<file path="config.mk">
export PLATFORM = sky130hd
export DESIGN_NAME = dot_scan_controller_flat
export DESIGN_NICKNAME = d
export VERILOG_FILES = /design/src/rtl/dot_scan_pkg.sv /design/src/rtl/dot_scan_controller_if.sv /design/src/rtl/dot_scan_timer.sv /design/src/rtl/dot_scan_controller.sv /design/src/flat_wrapper.sv
export SDC_FILE = /design/constraint.sdc
export NUM_CORES = 1
export LEC_CHECK = 0
export CORE_MARGIN = 1
export CORE_UTILIZATION = 25
export CTS_CLUSTER_SIZE = 10
export DETAILED_ROUTE_END_ITERATION = 10
export GPL_TIMING_DRIVEN = 0
export PLACE_DENSITY_LB_ADDON = 0.08
export SYNTH_ARGS = -nofsm -noshare
export SYNTH_HDL_FRONTEND = slang
export SYNTH_SLANG_ARGS = --single-unit
</file>
<file path="constraint.sdc">
create_clock -name clock -period 2.7 [get_ports clock]
set_input_delay 0.27 -clock clock [delete_from_list [all_inputs] [get_ports clock]]
set_output_delay 0.27 -clock clock [all_outputs]
set_load 0.02 [all_outputs]
</file>
<file path="src/rtl/dot_scan_pkg.sv">
// Shared types and default sizing for the dot scan controller and the
// dot_sequencer it addresses. DEFAULT_MEM_LENGTH and DEFAULT_MEM_ADDRESS_LENGTH
// must stay in step with dot_sequencer.
package dot_scan_pkg;

  localparam int DEFAULT_MEM_LENGTH         = 48;
  localparam int DEFAULT_MEM_ADDRESS_LENGTH = 6;
  localparam int DEFAULT_TIMER_WIDTH        = 16;

  typedef enum logic [2:0] {
    IDLE,
    SETUP,
    PULSE,
    GAP,
    ADVANCE
  } state_e;

endpackage

</file>
<file path="src/rtl/dot_scan_controller_if.sv">
// Address/read bus between the scan controller (master) and the
// dot_sequencer (slave). The sequencer answers combinationally from
// row_select/col_select/row_col_select with firing_bit/firing_data.
interface dot_scan_controller_if
  import dot_scan_pkg::*;
#(
  parameter int MEM_ADDRESS_LENGTH = DEFAULT_MEM_ADDRESS_LENGTH
);

  logic [MEM_ADDRESS_LENGTH-1:0] row_select;
  logic [MEM_ADDRESS_LENGTH-1:0] col_select;
  logic                          row_col_select;
  logic                          firing_bit;
  logic                          firing_data;

  modport master (
    output row_select,
    output col_select,
    output row_col_select,
    input  firing_bit,
    input  firing_data
  );

  modport slave (
    input  row_select,
    input  col_select,
    input  row_col_select,
    output firing_bit,
    output firing_data
  );

endinterface

</file>
<file path="src/rtl/dot_scan_timer.sv">
// Loadable down-counter shared by the PULSE and GAP phases. Loading N-1
// makes done_o rise after N cycles of the phase; the count parks at zero.
module dot_scan_timer
  import dot_scan_pkg::*;
#(
  parameter int TIMER_WIDTH = DEFAULT_TIMER_WIDTH
) (
  input  logic                   clock,
  input  logic                   reset_n,
  input  logic                   load_i,
  input  logic [TIMER_WIDTH-1:0] load_val_i,
  input  logic                   en_i,
  output logic                   done_o
);

  logic [TIMER_WIDTH-1:0] count_q;
  logic [TIMER_WIDTH-1:0] count_d;

  // Next count: a load wins over a decrement; never wraps below zero.
  always_comb begin
    // NOTE: default first so every path assigns count_d and no latch is inferred.
    count_d = count_q;
    if (load_i) begin
      count_d = load_val_i;
    end else if (en_i && (count_q != '0)) begin
      count_d = count_q - TIMER_WIDTH'(1);
    end
  end

  // Count register with synchronous active-low reset.
  always_ff @(posedge clock) begin
    // NOTE: non-blocking so every flop samples pre-edge values, whatever the block order.
    if (!reset_n) begin
      count_q <= '0;
    end else begin
      count_q <= count_d;
    end
  end

  assign done_o = (count_q == '0);

endmodule

</file>
<file path="src/rtl/dot_scan_controller.sv">
// Upstream timing stage for dot_sequencer: walks a row x column window
// (column inner), holds each address one settle cycle, samples the
// sequencer's firing_bit/firing_data, then drives a timed pulse and an
// optional gap per dot. Signals frame end and can loop.
// Optional build macro DOT_SCAN_SKIP_EN: dots whose firing_bit is 0 skip
// PULSE/GAP and cost two cycles instead of a silent full-length slot.
module dot_scan_controller
  import dot_scan_pkg::*;
#(
  parameter int MEM_LENGTH         = DEFAULT_MEM_LENGTH,
  parameter int MEM_ADDRESS_LENGTH = DEFAULT_MEM_ADDRESS_LENGTH,
  parameter int TIMER_WIDTH        = DEFAULT_TIMER_WIDTH
) (
  input  logic                          clock,
  input  logic                          reset_n,
  input  logic                          start,
  input  logic                          stop,
  input  logic                          loop_en,
  input  logic                          row_col_mode,
  input  logic [MEM_ADDRESS_LENGTH-1:0] row_limit,
  input  logic [MEM_ADDRESS_LENGTH-1:0] col_limit,
  input  logic [TIMER_WIDTH-1:0]        pulse_width,
  input  logic [TIMER_WIDTH-1:0]        gap_width,
  dot_scan_controller_if.master         seq,
  output logic                          drive_en,
  output logic                          drive_data,
  output logic                          busy,
  output logic                          frame_done
);

  localparam logic [MEM_ADDRESS_LENGTH-1:0] LIMIT_MAX = MEM_ADDRESS_LENGTH'(MEM_LENGTH - 1);
  localparam logic [MEM_ADDRESS_LENGTH-1:0] ADDR_ONE  = MEM_ADDRESS_LENGTH'(1);
  localparam logic [TIMER_WIDTH-1:0]        TIMER_ONE = TIMER_WIDTH'(1);

  state_e                        state_q;
  logic [MEM_ADDRESS_LENGTH-1:0] row_q, col_q;
  logic [MEM_ADDRESS_LENGTH-1:0] row_limit_q, col_limit_q;
  logic [MEM_ADDRESS_LENGTH-1:0] row_limit_d, col_limit_d;
  logic [TIMER_WIDTH-1:0]        pulse_width_q, gap_width_q;
  logic [TIMER_WIDTH-1:0]        pulse_width_d;
  logic                          row_col_q;
  logic                          drive_en_q, drive_data_q, frame_done_q;

  logic                          tmr_load, tmr_en, tmr_done;
  logic [TIMER_WIDTH-1:0]        tmr_val;
  logic                          last_dot;

  // Sanitised config captured at start and at each loop restart.
  always_comb begin
    row_limit_d   = (row_limit > LIMIT_MAX) ? LIMIT_MAX : row_limit;
    col_limit_d   = (col_limit > LIMIT_MAX) ? LIMIT_MAX : col_limit;
    pulse_width_d = (pulse_width == '0) ? TIMER_ONE : pulse_width;
  end

  assign last_dot = (col_q == col_limit_q) && (row_q == row_limit_q);

  // Timer control: arm the pulse length in SETUP, the gap length on PULSE exit.
  always_comb begin
    tmr_load = 1'b0;
    tmr_val  = pulse_width_q - TIMER_ONE;
    if (state_q == SETUP) begin
      tmr_load = 1'b1;
    end else if ((state_q == PULSE) && tmr_done && (gap_width_q != '0)) begin
      tmr_load = 1'b1;
      tmr_val  = gap_width_q - TIMER_ONE;
    end
  end

  assign tmr_en = (state_q == PULSE) || (state_q == GAP);

  dot_scan_timer #(
    .TIMER_WIDTH (TIMER_WIDTH)
  ) u_timer (
    .clock      (clock),
    .reset_n    (reset_n),
    .load_i     (tmr_load),
    .load_val_i (tmr_val),
    .en_i       (tmr_en),
    .done_o     (tmr_done)
  );

  // Scan FSM, address walker and registered drive/frame outputs.
  always_ff @(posedge clock) begin
    if (!reset_n) begin
      state_q       <= IDLE;
      row_q         <= '0;
      col_q         <= '0;
      row_limit_q   <= '0;
      col_limit_q   <= '0;
      pulse_width_q <= '0;
      gap_width_q   <= '0;
      row_col_q     <= 1'b0;
      drive_en_q    <= 1'b0;
      drive_data_q  <= 1'b0;
      frame_done_q  <= 1'b0;
    end else if (stop) begin
      state_q      <= IDLE;
      row_q        <= '0;
      col_q        <= '0;
      drive_en_q   <= 1'b0;
      drive_data_q <= 1'b0;
      frame_done_q <= 1'b0;
    end else begin
      frame_done_q <= 1'b0;
      unique case (state_q)
        IDLE: begin
          if (start) begin
            row_limit_q   <= row_limit_d;
            col_limit_q   <= col_limit_d;
            pulse_width_q <= pulse_width_d;
            gap_width_q   <= gap_width;
            row_col_q     <= row_col_mode;
            row_q         <= '0;
            col_q         <= '0;
            state_q       <= SETUP;
          end
        end
        SETUP: begin
`ifdef DOT_SCAN_SKIP_EN
          if (!seq.firing_bit) begin
            drive_data_q <= 1'b0;
            frame_done_q <= last_dot;
            state_q      <= ADVANCE;
          end else begin
            drive_en_q   <= 1'b1;
            drive_data_q <= seq.firing_data;
            state_q      <= PULSE;
          end
`else
          drive_en_q   <= seq.firing_bit;
          drive_data_q <= seq.firing_data;
          state_q      <= PULSE;
`endif
        end
        PULSE: begin
          if (tmr_done) begin
            drive_en_q   <= 1'b0;
            drive_data_q <= 1'b0;
            if (gap_width_q != '0) begin
              state_q <= GAP;
            end else begin
              frame_done_q <= last_dot;
              state_q      <= ADVANCE;
            end
          end
        end
        GAP: begin
          if (tmr_done) begin
            frame_done_q <= last_dot;
            state_q      <= ADVANCE;
          end
        end
        ADVANCE: begin
          if (col_q < col_limit_q) begin
            col_q   <= col_q + ADDR_ONE;
            state_q <= SETUP;
          end else begin
            col_q <= '0;
            if (row_q < row_limit_q) begin
              row_q   <= row_q + ADDR_ONE;
              state_q <= SETUP;
            end else begin
              row_q <= '0;
              if (loop_en) begin
                row_limit_q   <= row_limit_d;
                col_limit_q   <= col_limit_d;
                pulse_width_q <= pulse_width_d;
                gap_width_q   <= gap_width;
                row_col_q     <= row_col_mode;
                state_q       <= SETUP;
              end else begin
                state_q <= IDLE;
              end
            end
          end
        end
        default: state_q <= IDLE;
      endcase
    end
  end

  assign seq.row_select     = row_q;
  assign seq.col_select     = col_q;
  assign seq.row_col_select = row_col_q;
  assign drive_en           = drive_en_q;
  assign drive_data         = drive_data_q;
  assign frame_done         = frame_done_q;
  assign busy               = (state_q != IDLE);

endmodule
</file>
<file path="src/flat_wrapper.sv">
// flat-port wrapper written by rule: the top's interface ports become plain ports
module dot_scan_controller_flat import dot_scan_pkg::*;
#(
  parameter int MEM_LENGTH         = DEFAULT_MEM_LENGTH,
  parameter int MEM_ADDRESS_LENGTH = DEFAULT_MEM_ADDRESS_LENGTH,
  parameter int TIMER_WIDTH        = DEFAULT_TIMER_WIDTH
)
  (clock, reset_n, start, stop, loop_en, row_col_mode, row_limit, col_limit, pulse_width, gap_width, drive_en, drive_data, busy, frame_done, seq_row_select, seq_col_select, seq_row_col_select, seq_firing_bit, seq_firing_data);
  dot_scan_controller_if #(.MEM_ADDRESS_LENGTH(MEM_ADDRESS_LENGTH)) seq_i ();
  input  logic clock;
  input  logic reset_n;
  input  logic start;
  input  logic stop;
  input  logic loop_en;
  input  logic row_col_mode;
  input  logic [MEM_ADDRESS_LENGTH-1:0] row_limit;
  input  logic [MEM_ADDRESS_LENGTH-1:0] col_limit;
  input  logic [TIMER_WIDTH-1:0] pulse_width;
  input  logic [TIMER_WIDTH-1:0] gap_width;
  output logic drive_en;
  output logic drive_data;
  output logic busy;
  output logic frame_done;
  output wire logic [$bits(seq_i.row_select)-1:0] seq_row_select;
  output wire logic [$bits(seq_i.col_select)-1:0] seq_col_select;
  output wire logic [$bits(seq_i.row_col_select)-1:0] seq_row_col_select;
  input wire logic [$bits(seq_i.firing_bit)-1:0] seq_firing_bit;
  input wire logic [$bits(seq_i.firing_data)-1:0] seq_firing_data;
  assign seq_row_select = seq_i.row_select;
  assign seq_col_select = seq_i.col_select;
  assign seq_row_col_select = seq_i.row_col_select;
  assign seq_i.firing_bit = seq_firing_bit;
  assign seq_i.firing_data = seq_firing_data;
  dot_scan_controller #(.MEM_LENGTH(MEM_LENGTH), .MEM_ADDRESS_LENGTH(MEM_ADDRESS_LENGTH), .TIMER_WIDTH(TIMER_WIDTH)) u_core (.clock(clock), .reset_n(reset_n), .start(start), .stop(stop), .loop_en(loop_en), .row_col_mode(row_col_mode), .row_limit(row_limit), .col_limit(col_limit), .pulse_width(pulse_width), .gap_width(gap_width), .seq(seq_i), .drive_en(drive_en), .drive_data(drive_data), .busy(busy), .frame_done(frame_done));
endmodule
</file>
==> results.json <==
{
  "status": "finished clean",
  "vias": 4591,
  "synth_area_leader_cell": "dfxtp_1",
  "final_util_pct": 32.8,
  "synth_top_area_share_pct": 34.2,
  "path_max_fanout": 10,
  "grt_overflow": 0,
  "synth-seq-cells": 79,
  "antenna_cells": 0,
  "ys_warn_count": 0,
  "ys_top_cells_by_area": "dfxtp_1 (34%), a21oi_1 (7.3%), o21ai_0 (6.5%)",
  "syn_avg_cell_area_sq_um": 7.96,
  "ys_dominant_reg_cell": "dfxtp_1",
  "tightestPinTransition_ps": 926,
  "routed_via_density": 5.14,
  "routed_wl_mm": 15.8,
  "portBuffers": 68,
  "pwr_density_cell_nw_per_um2": 571,
  "cts_tree": "built",
  "grt_max_degree": 14,
  "max_freq_mhz": 394,
  "grt_pass1_wl_mm": 25.6,
  "synth_edf_count": 0,
  "drc": 0,
  "final_cell_mix": "dfxtp_1 (79), clkdlybuf4s50_1 (68), a21oi_1 (67), o21ai_0 (60), nand3_1 (57)",
  "critical_path_class": "flop to flop",
  "grt_pass1_vias": 4581,
  "drv_cap": 0,
  "synth_cell_types": 67,
  "worstPathRequired_ps": 2980,
  "clkTransAtPathRegs_ps": 60,
  "syn_area_sq_um": 4620,
  "core_sq_um": 18000,
  "clk_latency_ps": 350,
  "skew_ps": 8.10,
  "die_y_um": 138,
  "yosysSeqAreaShare_pct": 34.2,
  "clk_path_buf_depth": 2,
  "min_period_ps": 2540,
  "areaGrowthSynthToFinish_pct": 27.8,
  "leakagePower_nw": 2.16,
  "wl_per_cell_um": 17.7,
  "syn_inst": 581,
  "synthArstFlopShare_pct": 0,
  "slew_violations": 0,
  "die_area_sq_um": 19000,
  "dieWidth_um": 138,
  "finalHoldViolCount": 0,
  "antenna_found_initial": 0,
  "cts.sinks": 79,
  "hold_path_class": "flop to flop",
  "start_kind": "flop",
  "synthesis.nets": 652,
  "ir_worst_vdd_mv": 0.314,
  "ant_nets": 0,
  "htreeDepth": 3,
  "ios": 69,
  "setup-violations-final": 0,
  "gp_congestion": 0.832,
  "fin_crit_sh_pct": 93.9,
  "drt_iter0_drc": 224,
  "first_pass_iters": 6,
  "num-nets-final": 730,
  "grt_use_total_pct": 18.0,
  "post-dp-hpwl_mm": 12.2,
  "num_rows": 49,
  "cp.arrival_ps": 2820,
  "slew_headroom_pct": 37.7,
  "start_util_pct": 25.6,
  "clockRootBuffer": "clkbuf_16",
  "layout-drive-gt1-share_pct": 7.68,
  "finalPower_mw": 3.38,
  "cts_made_buffers": 9,
  "mostFrequentLayoutCell": "dfxtp_1",
  "critPathCaptureType": "flop",
  "cts_setup_buffers": 0
}
-- power by group --
part / switching [mW] / total (mW) / internal, mW
logic: 0.494 / 0.844 / 0.350
registers: 0.0676 / 1.30 / 1.23
clock network: 0.518 / 1.24 / 0.717
total: 1.08 / 3.38 / 2.30
-- registers in the layout, summed over array words and instances (netlist names) --
name,cells
u_core.pulse_width_q,16
u_core.row_limit_q,6
u_core.seq.row_col_select,1
u_core.drive_data,1
u_core.seq.col_select,6
u_core.gap_width_q,16
u_core.state_q,3
u_core.u_timer.count_q,16
u_core.drive_en,1
u_core.frame_done,1
u_core.col_limit_q,6
u_core.seq.row_select,6
-- cells by family (layout without fill, tap and decap cells) --
group                      count (synthesis)  in the layout  synth area share, %
and+or+nand+nor                          200            200                 23.2
AOI/OAI and AO/OA                        196            196                 26.7
DFF                                       79             79                 34.2
buffers and inverters                     57            140                 4.87
xor gates and xnor gates                  30             30                 5.85
adders and majority gates                 19             19                 5.14
-- metrics by stage --
stage,std cells,setup slack (ps),TNS (ps),instance area [sq um],hold WS [ps]
2_1_floorplan,581,294,0,4620,406
3_3_place_gp,878,-0.834,-0.834,5590,456
3_5_place_dp,878,-22.8,-35.7,5590,461
4_1_cts,893,29.9,0,5880,469
5_1_grt,893,-11.2,-27.0,5910,482
6_report,893,164,0,5910,466
-- worst max-delay path, stage by stage, from the launching register on --
cell	delay, ps
dfxtp_1	300
clkbuf_2	150
nor2_1	210
nand4b_1	230
or4_1	540
buf_2	220
or2_4	300
o22ai_1	270
o221a_1	240
-- routing by layer --
| metal | routed length [um] | up-vias | global-route usage (%) |
|---|---|---|---|
| met2 | 6730 | 106 | 26.8 |
| met5 | 0 | - | 0 |
| met4 | 288 | 0 | 6.10 |
| met1 | 8080 | 2130 | 25.8 |
| li1 | - | 2337 | - |
| met3 | 667 | 18 | 3.22 |
-- path summary, 6_finish.rpt --
check	startpoint	end	slack [ps]	cells after the start
worst max-delay path	u_core.u_timer.count_q[10]	u_core.u_timer.count_q[1]	160	8
worst min-delay path	u_core.drive_en	u_core.drive_en	470	2
worst max register to register	u_core.u_timer.count_q[10]	u_core.u_timer.count_q[1]	160	8
worst min register to register	u_core.drive_en	u_core.drive_en	470	2
-- cells in the mapped netlist (3+ instances only) --
cell type,instances
o22ai_1,3
or3_1,7
buf_1,5
ha_1,19
inv_1,21
o21ai_0,60
a21oi_1,67
xnor2_1,15
or4_1,7
nor2b_1,3
dfxtp_1,79
xor2_1,14
clkbuf_1,23
nor2_1,33
a21o_1,3
a22oi_1,6
nand3_1,57
nor3b_1,3
a211oi_1,8
nor3_1,16
o211a_1,10
o31ai_1,4
a31oi_1,5
nand4_1,5
nor3_2,3
buf_2,5
nor4_1,11
nand2_1,29
nand4b_1,5
nand2b_1,6
nor4b_1,3
-- timing repair --
item | CTS | global route
pin swaps | 0 | 0
endpoints found under the setup margin | 7 | 55
gates resized for setup | 1 | 24
hold buffers | 0 | 0
-- cell type report --
| class | instances | area, sq um |
|---|---|---|
| inverter | 22 | 82.6 |
| multi-input combinational | 445 | 2840 |
| buffer | 34 | 153 |
| sequential | 79 | 1580 |
| fill | 1983 | 12100 |
| clock inverter | 5 | 58.8 |
| clock buffer | 11 | 233 |
| timing repair buffer | 68 | 681 |
| tap | 229 | 287 |
Note: power is estimated with default switching activity, not from simulation.
